--- src/rtl/rv32_isa_pkg.sv ---
// rv32_isa_pkg: RV32I opcodes, funct codes, packer formats and the encoder operation enum
package rv32_isa_pkg;
  localparam logic [6:0] OPC_LUI = 7'b0110111, OPC_AUIPC = 7'b0010111, OPC_JAL = 7'b1101111,
    OPC_JALR = 7'b1100111, OPC_BRANCH = 7'b1100011, OPC_LOAD = 7'b0000011,
    OPC_STORE = 7'b0100011, OPC_OPIMM = 7'b0010011, OPC_OP = 7'b0110011;
  localparam logic [2:0] F3_ADD = 3'd0, F3_SLL = 3'd1, F3_SLT = 3'd2, F3_SLTU = 3'd3,
    F3_XOR = 3'd4, F3_SR = 3'd5, F3_OR = 3'd6, F3_AND = 3'd7, F3_W = 3'd2;
  localparam logic [2:0] F3_BEQ = 3'd0, F3_BNE = 3'd1, F3_BLT = 3'd4, F3_BGE = 3'd5,
    F3_BLTU = 3'd6, F3_BGEU = 3'd7;
  localparam logic [6:0] F7_BASE = 7'b0000000, F7_ALT = 7'b0100000;
  localparam logic [2:0] FMT_X = 3'd0, FMT_R = 3'd1, FMT_I = 3'd2, FMT_SH = 3'd3,
    FMT_S = 3'd4, FMT_B = 3'd5, FMT_U = 3'd6, FMT_J = 3'd7;
  typedef enum logic [5:0] {
    OP_ADD, OP_SUB, OP_AND, OP_OR, OP_XOR, OP_SLL, OP_SRL, OP_SRA, OP_SLT, OP_SLTU,
    OP_ADDI, OP_ANDI, OP_ORI, OP_XORI, OP_SLLI, OP_SRLI, OP_SRAI, OP_SLTI, OP_SLTIU,
    OP_LW, OP_SW, OP_BEQ, OP_BNE, OP_BLT, OP_BGE, OP_BLTU, OP_BGEU,
    OP_JAL, OP_JALR, OP_LUI, OP_AUIPC, OP_LI
  } op_e;
endpackage

--- src/rtl/rv32_encode_word.sv ---
// rv32_encode_word: combinational packer of one symbolic RV32I op into its machine word
module rv32_encode_word
  import rv32_isa_pkg::*;
(
  input  logic [5:0]  op_i,
  input  logic [4:0]  rd_i,
  input  logic [4:0]  rs1_i,
  input  logic [4:0]  rs2_i,
  input  logic [31:0] imm_i,
  output logic [31:0] word_o,
  output logic        ok_o
);
  logic [2:0] fmt, f3;
  logic [6:0] opc, f7;
  always_comb begin
    {fmt, opc, f3, f7} = {FMT_X, 7'd0, 3'd0, F7_BASE};
    case (op_i)
      OP_ADD:   {fmt, opc, f3, f7} = {FMT_R, OPC_OP, F3_ADD, F7_BASE};
      OP_SUB:   {fmt, opc, f3, f7} = {FMT_R, OPC_OP, F3_ADD, F7_ALT};
      OP_AND:   {fmt, opc, f3, f7} = {FMT_R, OPC_OP, F3_AND, F7_BASE};
      OP_OR:    {fmt, opc, f3, f7} = {FMT_R, OPC_OP, F3_OR, F7_BASE};
      OP_XOR:   {fmt, opc, f3, f7} = {FMT_R, OPC_OP, F3_XOR, F7_BASE};
      OP_SLL:   {fmt, opc, f3, f7} = {FMT_R, OPC_OP, F3_SLL, F7_BASE};
      OP_SRL:   {fmt, opc, f3, f7} = {FMT_R, OPC_OP, F3_SR, F7_BASE};
      OP_SRA:   {fmt, opc, f3, f7} = {FMT_R, OPC_OP, F3_SR, F7_ALT};
      OP_SLT:   {fmt, opc, f3, f7} = {FMT_R, OPC_OP, F3_SLT, F7_BASE};
      OP_SLTU:  {fmt, opc, f3, f7} = {FMT_R, OPC_OP, F3_SLTU, F7_BASE};
      OP_ADDI:  {fmt, opc, f3, f7} = {FMT_I, OPC_OPIMM, F3_ADD, F7_BASE};
      OP_ANDI:  {fmt, opc, f3, f7} = {FMT_I, OPC_OPIMM, F3_AND, F7_BASE};
      OP_ORI:   {fmt, opc, f3, f7} = {FMT_I, OPC_OPIMM, F3_OR, F7_BASE};
      OP_XORI:  {fmt, opc, f3, f7} = {FMT_I, OPC_OPIMM, F3_XOR, F7_BASE};
      OP_SLLI:  {fmt, opc, f3, f7} = {FMT_SH, OPC_OPIMM, F3_SLL, F7_BASE};
      OP_SRLI:  {fmt, opc, f3, f7} = {FMT_SH, OPC_OPIMM, F3_SR, F7_BASE};
      OP_SRAI:  {fmt, opc, f3, f7} = {FMT_SH, OPC_OPIMM, F3_SR, F7_ALT};
      OP_SLTI:  {fmt, opc, f3, f7} = {FMT_I, OPC_OPIMM, F3_SLT, F7_BASE};
      OP_SLTIU: {fmt, opc, f3, f7} = {FMT_I, OPC_OPIMM, F3_SLTU, F7_BASE};
      OP_LW:    {fmt, opc, f3, f7} = {FMT_I, OPC_LOAD, F3_W, F7_BASE};
      OP_SW:    {fmt, opc, f3, f7} = {FMT_S, OPC_STORE, F3_W, F7_BASE};
      OP_BEQ:   {fmt, opc, f3, f7} = {FMT_B, OPC_BRANCH, F3_BEQ, F7_BASE};
      OP_BNE:   {fmt, opc, f3, f7} = {FMT_B, OPC_BRANCH, F3_BNE, F7_BASE};
      OP_BLT:   {fmt, opc, f3, f7} = {FMT_B, OPC_BRANCH, F3_BLT, F7_BASE};
      OP_BGE:   {fmt, opc, f3, f7} = {FMT_B, OPC_BRANCH, F3_BGE, F7_BASE};
      OP_BLTU:  {fmt, opc, f3, f7} = {FMT_B, OPC_BRANCH, F3_BLTU, F7_BASE};
      OP_BGEU:  {fmt, opc, f3, f7} = {FMT_B, OPC_BRANCH, F3_BGEU, F7_BASE};
      OP_JAL:   {fmt, opc, f3, f7} = {FMT_J, OPC_JAL, 3'd0, F7_BASE};
      OP_JALR:  {fmt, opc, f3, f7} = {FMT_I, OPC_JALR, 3'd0, F7_BASE};
      OP_LUI:   {fmt, opc, f3, f7} = {FMT_U, OPC_LUI, 3'd0, F7_BASE};
      OP_AUIPC: {fmt, opc, f3, f7} = {FMT_U, OPC_AUIPC, 3'd0, F7_BASE};
      default: ;
    endcase
  end
  assign ok_o = fmt != FMT_X;
  assign word_o = fmt == FMT_R  ? {f7, rs2_i, rs1_i, f3, rd_i, opc} :
                  fmt == FMT_I  ? {imm_i[11:0], rs1_i, f3, rd_i, opc} :
                  fmt == FMT_SH ? {f7, imm_i[4:0], rs1_i, f3, rd_i, opc} :
                  fmt == FMT_S  ? {imm_i[11:5], rs2_i, rs1_i, f3, imm_i[4:0], opc} :
                  fmt == FMT_B  ? {imm_i[12], imm_i[10:5], rs2_i, rs1_i, f3, imm_i[4:1], imm_i[11], opc} :
                  fmt == FMT_U  ? {imm_i[31:12], rd_i, opc} :
                  fmt == FMT_J  ? {imm_i[20], imm_i[10:1], imm_i[11], imm_i[19:12], rd_i, opc} :
                  32'd0;
endmodule

--- src/rtl/instr_encoder.sv ---
// instr_encoder: streaming RV32I encoder with LI splitting, output register and word-address counter
module instr_encoder
  import rv32_isa_pkg::*;
#(
  parameter int ADDR_W    = 10,
  parameter int BASE_ADDR = 0
) (
  input  logic              clk,
  input  logic              rst_n,
  input  logic              start,
  input  logic              in_valid,
  output logic              in_ready,
  input  logic [5:0]        in_op,
  input  logic [4:0]        in_rd,
  input  logic [4:0]        in_rs1,
  input  logic [4:0]        in_rs2,
  input  logic [31:0]       in_imm,
  output logic              out_valid,
  input  logic              out_ready,
  output logic [ADDR_W-1:0] out_addr,
  output logic [31:0]       out_instr,
  output logic              err
);
  typedef enum logic [1:0] {IDLE, HOLD, SECOND} state_e;
  localparam logic [ADDR_W-1:0] BASE = ADDR_W'(BASE_ADDR);
  state_e state_q, state_d;
  logic [31:0] instr_q, instr_d, enc_imm, enc_word;
  logic [ADDR_W-1:0] addr_q, addr_d;
  logic [11:0] lo_q, lo_d;
  logic [4:0] rd2_q, rd2_d, enc_rd, enc_rs1;
  logic [5:0] enc_op;
  logic [19:0] li_hi;
  logic err_q, err_d, enc_ok, li_op, li_small, li_two, acc, hs, sec;
  assign sec = state_q == SECOND;
  assign out_valid = state_q != IDLE;
  assign in_ready = !sec && (!out_valid || out_ready);
  assign acc = in_valid && in_ready;
  assign hs = out_valid && out_ready;
  assign li_op = in_op == OP_LI;
  assign li_small = in_imm[31:11] == '0 || in_imm[31:11] == '1;
  // rounding the upper part by bit 11 compensates for ADDI sign-extending lo
  assign li_hi = in_imm[31:12] + {19'd0, in_imm[11]};
  assign li_two = li_op && !li_small && in_imm[11:0] != 12'd0;
  // in SECOND the packer builds the staged ADDI; no request is accepted then
  assign enc_op = sec || (li_op && li_small) ? OP_ADDI : li_op ? OP_LUI : in_op;
  assign enc_rd = sec ? rd2_q : in_rd;
  assign enc_rs1 = sec ? rd2_q : li_op ? 5'd0 : in_rs1;
  assign enc_imm = sec ? {20'd0, lo_q} : li_op && !li_small ? {li_hi, 12'd0} : in_imm;
  rv32_encode_word u_enc (
    .op_i(enc_op), .rd_i(enc_rd), .rs1_i(enc_rs1), .rs2_i(in_rs2), .imm_i(enc_imm),
    .word_o(enc_word), .ok_o(enc_ok)
  );
  always_comb begin
    state_d = sec ? (hs ? HOLD : SECOND) : acc && enc_ok ? (li_two ? SECOND : HOLD) : hs ? IDLE : state_q;
    instr_d = (sec ? hs : acc && enc_ok) ? enc_word : instr_q;
    addr_d = start && state_q == IDLE ? BASE : hs ? addr_q + ADDR_W'(1) : addr_q;
    err_d = err_q || (acc && !enc_ok);
    rd2_d = acc && li_two ? in_rd : rd2_q;
    lo_d = acc && li_two ? in_imm[11:0] : lo_q;
  end
  always_ff @(posedge clk or negedge rst_n) begin
    if (!rst_n) begin
      state_q <= IDLE;
      instr_q <= 32'd0;
      addr_q <= BASE;
      err_q <= 1'b0;
      rd2_q <= 5'd0;
      lo_q <= 12'd0;
    end else begin
      state_q <= state_d;
      instr_q <= instr_d;
      addr_q <= addr_d;
      err_q <= err_d;
      rd2_q <= rd2_d;
      lo_q <= lo_d;
    end
  end
  assign out_instr = instr_q;
  assign out_addr = addr_q;
  assign err = err_q;
endmodule

--- config.mk ---
export PLATFORM = sky130hd
export DESIGN_NAME = instr_encoder
export DESIGN_NICKNAME = d
export VERILOG_FILES = /design/src/rtl/rv32_isa_pkg.sv /design/src/rtl/rv32_encode_word.sv /design/src/rtl/instr_encoder.sv
export SDC_FILE = /design/constraint.sdc
export NUM_CORES = 1
export LEC_CHECK = 0
export CAP_MARGIN = 15
export CORE_ASPECT_RATIO = 0.5
export CORE_MARGIN = 2
export CORE_UTILIZATION = 55
export DETAILED_ROUTE_END_ITERATION = 6
export GPL_TIMING_DRIVEN = 0
export PLACE_DENSITY = 0.87
export SKIP_LAST_GASP = 1
export SLEW_MARGIN = 10
export SYNTH_ARGS = -nofsm -noshare
export SYNTH_HDL_FRONTEND = slang
export SYNTH_SLANG_ARGS = --single-unit
--- constraint.sdc ---
create_clock -name clk -period 4.25 [get_ports clk]
set_clock_uncertainty 0.05 [all_clocks]
set_input_delay 0.85 -clock clk [delete_from_list [all_inputs] [get_ports clk]]
set_output_delay 0.85 -clock clk [all_outputs]
set_load 0.005 [all_outputs]
* Word-level counts from Yosys, hierarchy flattened
Cells that the tools add are included.
** Storage, ports and cells
- Flip-flop bits (word level) :: 62
- Input bits :: 58
- Output and inout port bits :: 45
- Logic and storage cells :: 114
** Operators by class
- Add/subtract/negate cells :: 2
- Equal/unequal tests :: 40
- Multiplexer cells :: 26
- Reduce and logical (&&, ||, !) cells :: 40
** Operators with widths (count)
- $mux W32 :: 9
- $eq A6 B5 Y1 const B :: 16
- $pmux W7 S9 :: 1
- $eq A6 B4 Y1 const B :: 8
- $pmux W3 S7 :: 2
- $eq A6 B3 Y1 const B :: 4
- $eq A21 B21 Y1 const B :: 1
- $logic_not A21 Y1 :: 1
- $add A20 B1 Y20 :: 1
- $mux W10 :: 2
- $mux W6 :: 3
- $reduce_or A3 Y1 :: 6
- $mux W5 :: 3
- $eq A3 B3 Y1 const B :: 4
- $eq A6 B2 Y1 const B :: 2
- $reduce_bool A12 Y1 :: 1
- $add A10 B1 Y10 const B :: 1
- $logic_and A1 B1 Y1 :: 10
- $mux W2 :: 5
- $reduce_or A10 Y1 :: 1
- $reduce_or A9 Y1 :: 1
- $reduce_or A8 Y1 :: 1
- $eq A3 B2 Y1 const B :: 2
- $eq A6 B1 Y1 const B :: 1
- other kinds (13) :: 22

* Depth between registers and ports, before layout
- Depth in word-level cells :: 16
- Gate-level depth with buffers :: 11
- Gate-level depth less buffers :: 9

* Hierarchy
Synthesis repeated with hierarchy kept, for this count alone.
** Unflattened totals
- Cells, all modules :: 523
- Area total of the unflattened synthesis :: 4509.3 sq um
** By module, submodules not included
- instr_encoder :: instances 1, cells each 359, area an instance 3504.6 sq um, sequential area each 1551.5 sq um
- rv32_encode_word :: instances 1, cells each 164, area an instance 1004.7 sq um, sequential area each 0.0 sq um

* Worst setup path before layout
OpenSTA, ideal clock, no wires.
- Kind :: input to register
- Start point :: input port in_imm[11]
- End point :: register instr_q[15], in the netlist out_instr[15]
- Library setup time :: 125 ps
- Arrival :: 3286 ps
- Data required time :: 4075 ps
- Path slack :: 789 ps
- Cell stages on the path :: 11
- Path buffers :: 2
- Cells stage by stage :: inv_1 > ha_1 > nor4b_1 > and3_4 > a32o_1 > or4_1 > buf_2 > o41ai_4 > nand2_4 > buf_6 > mux2_4
** Between the ends
- Cells in the longest elaborated chain, start to end :: 16
- Elaborated cells on any way between the ends :: 65
- Classes of those cells :: add/sub: 1; eq/ne: 38; mux: 12; reduce/logical: 14
** RTL lines
- start: declaration :: line instr_encoder.sv:17 : input logic [31:0] in_imm,
- $eq A21 B21 Y1 / $logic_not A21 Y1 (equally long branches) :: line instr_encoder.sv:40 : assign li_small = in_imm[31:11] == '0 || in_imm[31:11] == '1;
- $logic_or A1 B1 Y1 :: line instr_encoder.sv:40
- $logic_and A1 B1 Y1 :: line instr_encoder.sv:45 : assign enc_op = sec || (li_op && li_small) ? OP_ADDI : li_op ? OP_LUI : in_op;
- $logic_or A1 B1 Y1 :: line instr_encoder.sv:45
- $mux W6 :: line instr_encoder.sv:45
- $eq A6 B2 Y1 (tied with other cells) :: line rv32_encode_word.sv:17 : case (op_i)
- $reduce_or A10 Y1 (no source line) (tied with other cells)
- $pmux W3 S7 :: line rv32_encode_word.sv:17
- $eq A3 B3 Y1 :: line rv32_encode_word.sv:59 : fmt == FMT_J ? {imm_i[20], imm_i[10:1], imm_i[11], imm_i[19:12], rd_i, opc} :
- $mux W32 :: line rv32_encode_word.sv:59
- $mux W32 :: line rv32_encode_word.sv:58 : fmt == FMT_U ? {imm_i[31:12], rd_i, opc} :
- $mux W32 :: line rv32_encode_word.sv:57 : fmt == FMT_B ? {imm_i[12], imm_i[10:5], rs2_i, rs1_i, f3, imm_i[4:1], imm_i[11], opc} :
- $mux W32 :: line rv32_encode_word.sv:56 : fmt == FMT_S ? {imm_i[11:5], rs2_i, rs1_i, f3, imm_i[4:0], opc} :
- $mux W32 :: line rv32_encode_word.sv:55 : fmt == FMT_SH ? {f7, imm_i[4:0], rs1_i, f3, rd_i, opc} :
- $mux W32 :: line rv32_encode_word.sv:54 : fmt == FMT_I ? {imm_i[11:0], rs1_i, f3, rd_i, opc} :
- $mux W32 :: line rv32_encode_word.sv:53 : assign word_o = fmt == FMT_R ? {f7, rs2_i, rs1_i, f3, rd_i, opc} :
- end signal: assignment :: line instr_encoder.sv:71 : instr_q <= instr_d;
- end: declaration :: line instr_encoder.sv:27 : logic [31:0] instr_q, instr_d, enc_imm, enc_word;
Parallel ways exist; a longest one is shown, timed or not.
A chain may end at the register's enable or synchronous reset.

* Final worst setup path
Same ends and word-level chain as after synthesis.

==> flow_summary.yaml <==
run_status:
  outcome: "finished clean"
clock_network:
  cts_buffers: 9
  cts_tree: "done"
  clock-root-buffer: "clkbuf_16"
  cts_buffer_depth: 2
  clock-sinks: 61
  cts_setup_buffers: 0
  clkLatencyLatePin_ps: 330
  clk_pin_slew_ps: 60
  h-tree-depth: 3
logic_synthesis:
  ys_seq_area_share_pct: 34.3
  synthesis.nets: 589
  yosysTopAreaCell: "dfrtp_1"
  ys.flop_type: "dfrtp_1"
  synth_top_area_share_pct: 34.3
  yosysUniqueCellTypes: 66
  postSynthAreaPerCell_sq_um: 8.43
  netlist_instances: 527
  syn-cell-area_sq_mm: 0.00444
  ys_seq_elements: 61
  synth-edff-count: 0
  async_flop_share_pct: 100
  synthTopCellsByArea: "dfrtp_1 34%, nand2_1 5.7%, mux2_2 5.1%"
  ys_warn_count: 0
  synth_most_common_cell: "nand2_1"
  synth_common_cells: "68 x nand2_1, 61 x dfrtp_1, 36 x nor2_1, 24 x nor4_1"
layout:
  diodes: 0
  area_growth_syn_to_layout_pct: 33.0
  fin_area_sq_mm: 0.00591
  drive_above_1_share_pct: 11.5
  fillers: 581
  nets: 700
sta:
  tightest_slew_ps: 1080
  layout_min_cycle_time_ps: 4140
  setup-violations-final: 0
  rsz0062_at_grt: "yes"
  slew_headroom_pct: 27.7
  tns_ps: 0
  maxSlewViolCount: 0
  hold_viol: 0
  holdWs_ps: 432
  period_share_pct: 97.5
  max_freq_mhz: 241
placement:
  gp_congestion: 0.971
  dpl_cell_area_sq_mm: 0.00557
  portBuffers: 99
  hpwlAfterDp_microns: 11600
grt:
  grt_pass1_wl_microns: 24200
  overflow: 0
  track_usage_pct: 35.9
  antenna_found_initial: 0
  grt_start_max_net_pins: 62
  grt_pass1_vias: 4605
critical_path:
  cp.required_ps: 4420
  critPathKind: "input pin to flop"
  r2r_end: "out_instr[27]"
  reg2reg_slack_ps: 830
  cp-start-kind: "input pin"
  r2r-start: "state_q[1]"
  rr_worst_depth: 9
  endpoint_kind: "flop"
  cp_max_fo: 7
  worstPathArrival_ps: 4320
floorplanning:
  io_pins: 103
  start_util_pct: 56.2
  core-area_sq_mm: 0.00791
  dieArea_sq_mm: 0.00886
  die_h_microns: 67.6
  die_width_microns: 131
  rows: 23
power_and_ir_drop:
  powerDensity_mw_per_mm2: 373
  peakVddDrop_mv: 0.243
  p_leak_uw: 0.00238
route:
  vias_per_cell: 6.49
  drt_iter0_markers: 686
  detail-route-antenna-nets: 0
  wl_microns: 15700
  first_pass_iters: 7
  wl_per_cell_microns: 20.8
  vias: 4890
  drc: 0
worst_hold_path:
  worstHoldEndpoint: "err"
  min_from: "err"
  hold_path.class: "flop to flop"
  hold_depth: 1
flow_run:
  cap_viol_max_count: 0
==> critical path: stages <==
cell	delay (ps)
clkdlybuf4s50_1	570
inv_1	80
ha_1	220
nor4b_1	150
and3_4	180
a32oi_1	610
nand3_1	440
nor4_2	720
o22ai_1	200
mux2_4	290
==> state kept, by name (all words and copies together), names as in the netlist <==
name and count:
rd2_q 5, out_instr 31, lo_q 12, out_addr 10, err 1, state_q 2
==> logic make-up after synthesis <==
family,count (synthesis),synth area share (%)
AOI/OAI and AO/OA,125,19.5
xor gates and xnor gates,17,3.35
adders and majority gates,4,1.13
buffers and inverters,40,3.89
DFF,61,34.3
muxes,34,9.35
and+or+nand+nor,246,28.4
==> metal layers <==
metal  global-route usage, %  share of wire (%)
met1                    47.2                 43
met2                    54.3                 42
met3                    14.3                 13
met4                    12.4                2.7
met5                       0                  0
==> cells in the final DEF, fill, tap and decap left out, drive strengths merged, types with 11 or more instances in the layout <==
| cell | netlist | final |
|---|---|---|
| a21oi | 17 | 17 |
| a31oi | 11 | 11 |
| buf | 13 | 15 |
| clkbuf | 16 | 26 |
| clkdlybuf4s50 | 0 | 98 |
| dfrtp | 61 | 61 |
| inv | 11 | 11 |
| mux2 | 30 | 30 |
| nand2 | 69 | 69 |
| nand2b | 13 | 13 |
| nand3 | 22 | 22 |
| nand4 | 11 | 11 |
| nor2 | 36 | 36 |
| nor3 | 24 | 24 |
| nor4 | 24 | 24 |
| o21ai | 25 | 25 |
| o22ai | 14 | 14 |
| xnor2 | 12 | 12 |
==> layout make-up <==
cell class                 instances  area [sq um]  area share [%]
multi-input combinational        426          2760            46.7
sequential                        61          1530            25.8
timing repair buffer             100           993            16.8
clock buffer                      10           239            4.04
tap                              112           140            2.37
buffer                            29           133            2.24
clock inverter                     5          75.1            1.27
inverter                          11          41.3           0.699
==> power breakdown <==
part / switching [uW] / total, uW / internal (uW)
logic: 266 / 640 / 374
registers: 72.7 / 771 / 698
clock network: 269 / 791 / 522
total: 607 / 2200 / 1590
==> timing repair <==
| action | in CTS | in global routing |
|---|---|---|
| hold buffers | 0 | 0 |
| endpoints found under the setup margin | 6 | 37 |
| resized for setup | 1 | 4 |
| pin swaps | 0 | 1 |
==> metrics by stage <==
step	setup slack, ps	total power [uW]	cells	utilization (%)
detailed placement	-505	1400	738	70.4
global placement	-402	1390	738	70.5
finish	106	2200	754	74.7
global route	-33.7	2280	754	74.7
floorplan	789	1050	527	-
CTS	35.0	2190	753	74.5
==> worst max-delay path by stage <==
stage,startpoint,endpoint,slack [ps],cells past startpoint
finish,in_imm[11],out_instr[15],110,10
CTS,in_imm[11],out_instr[24],40,10
floorplan,in_imm[11],out_instr[15],790,11
global route,in_imm[11],out_instr[24],-30,10
detailed placement,in_imm[11],out_instr[15],-510,10
global placement,in_imm[11],out_instr[15],-400,10
Power figures use the tool's default switching activity.
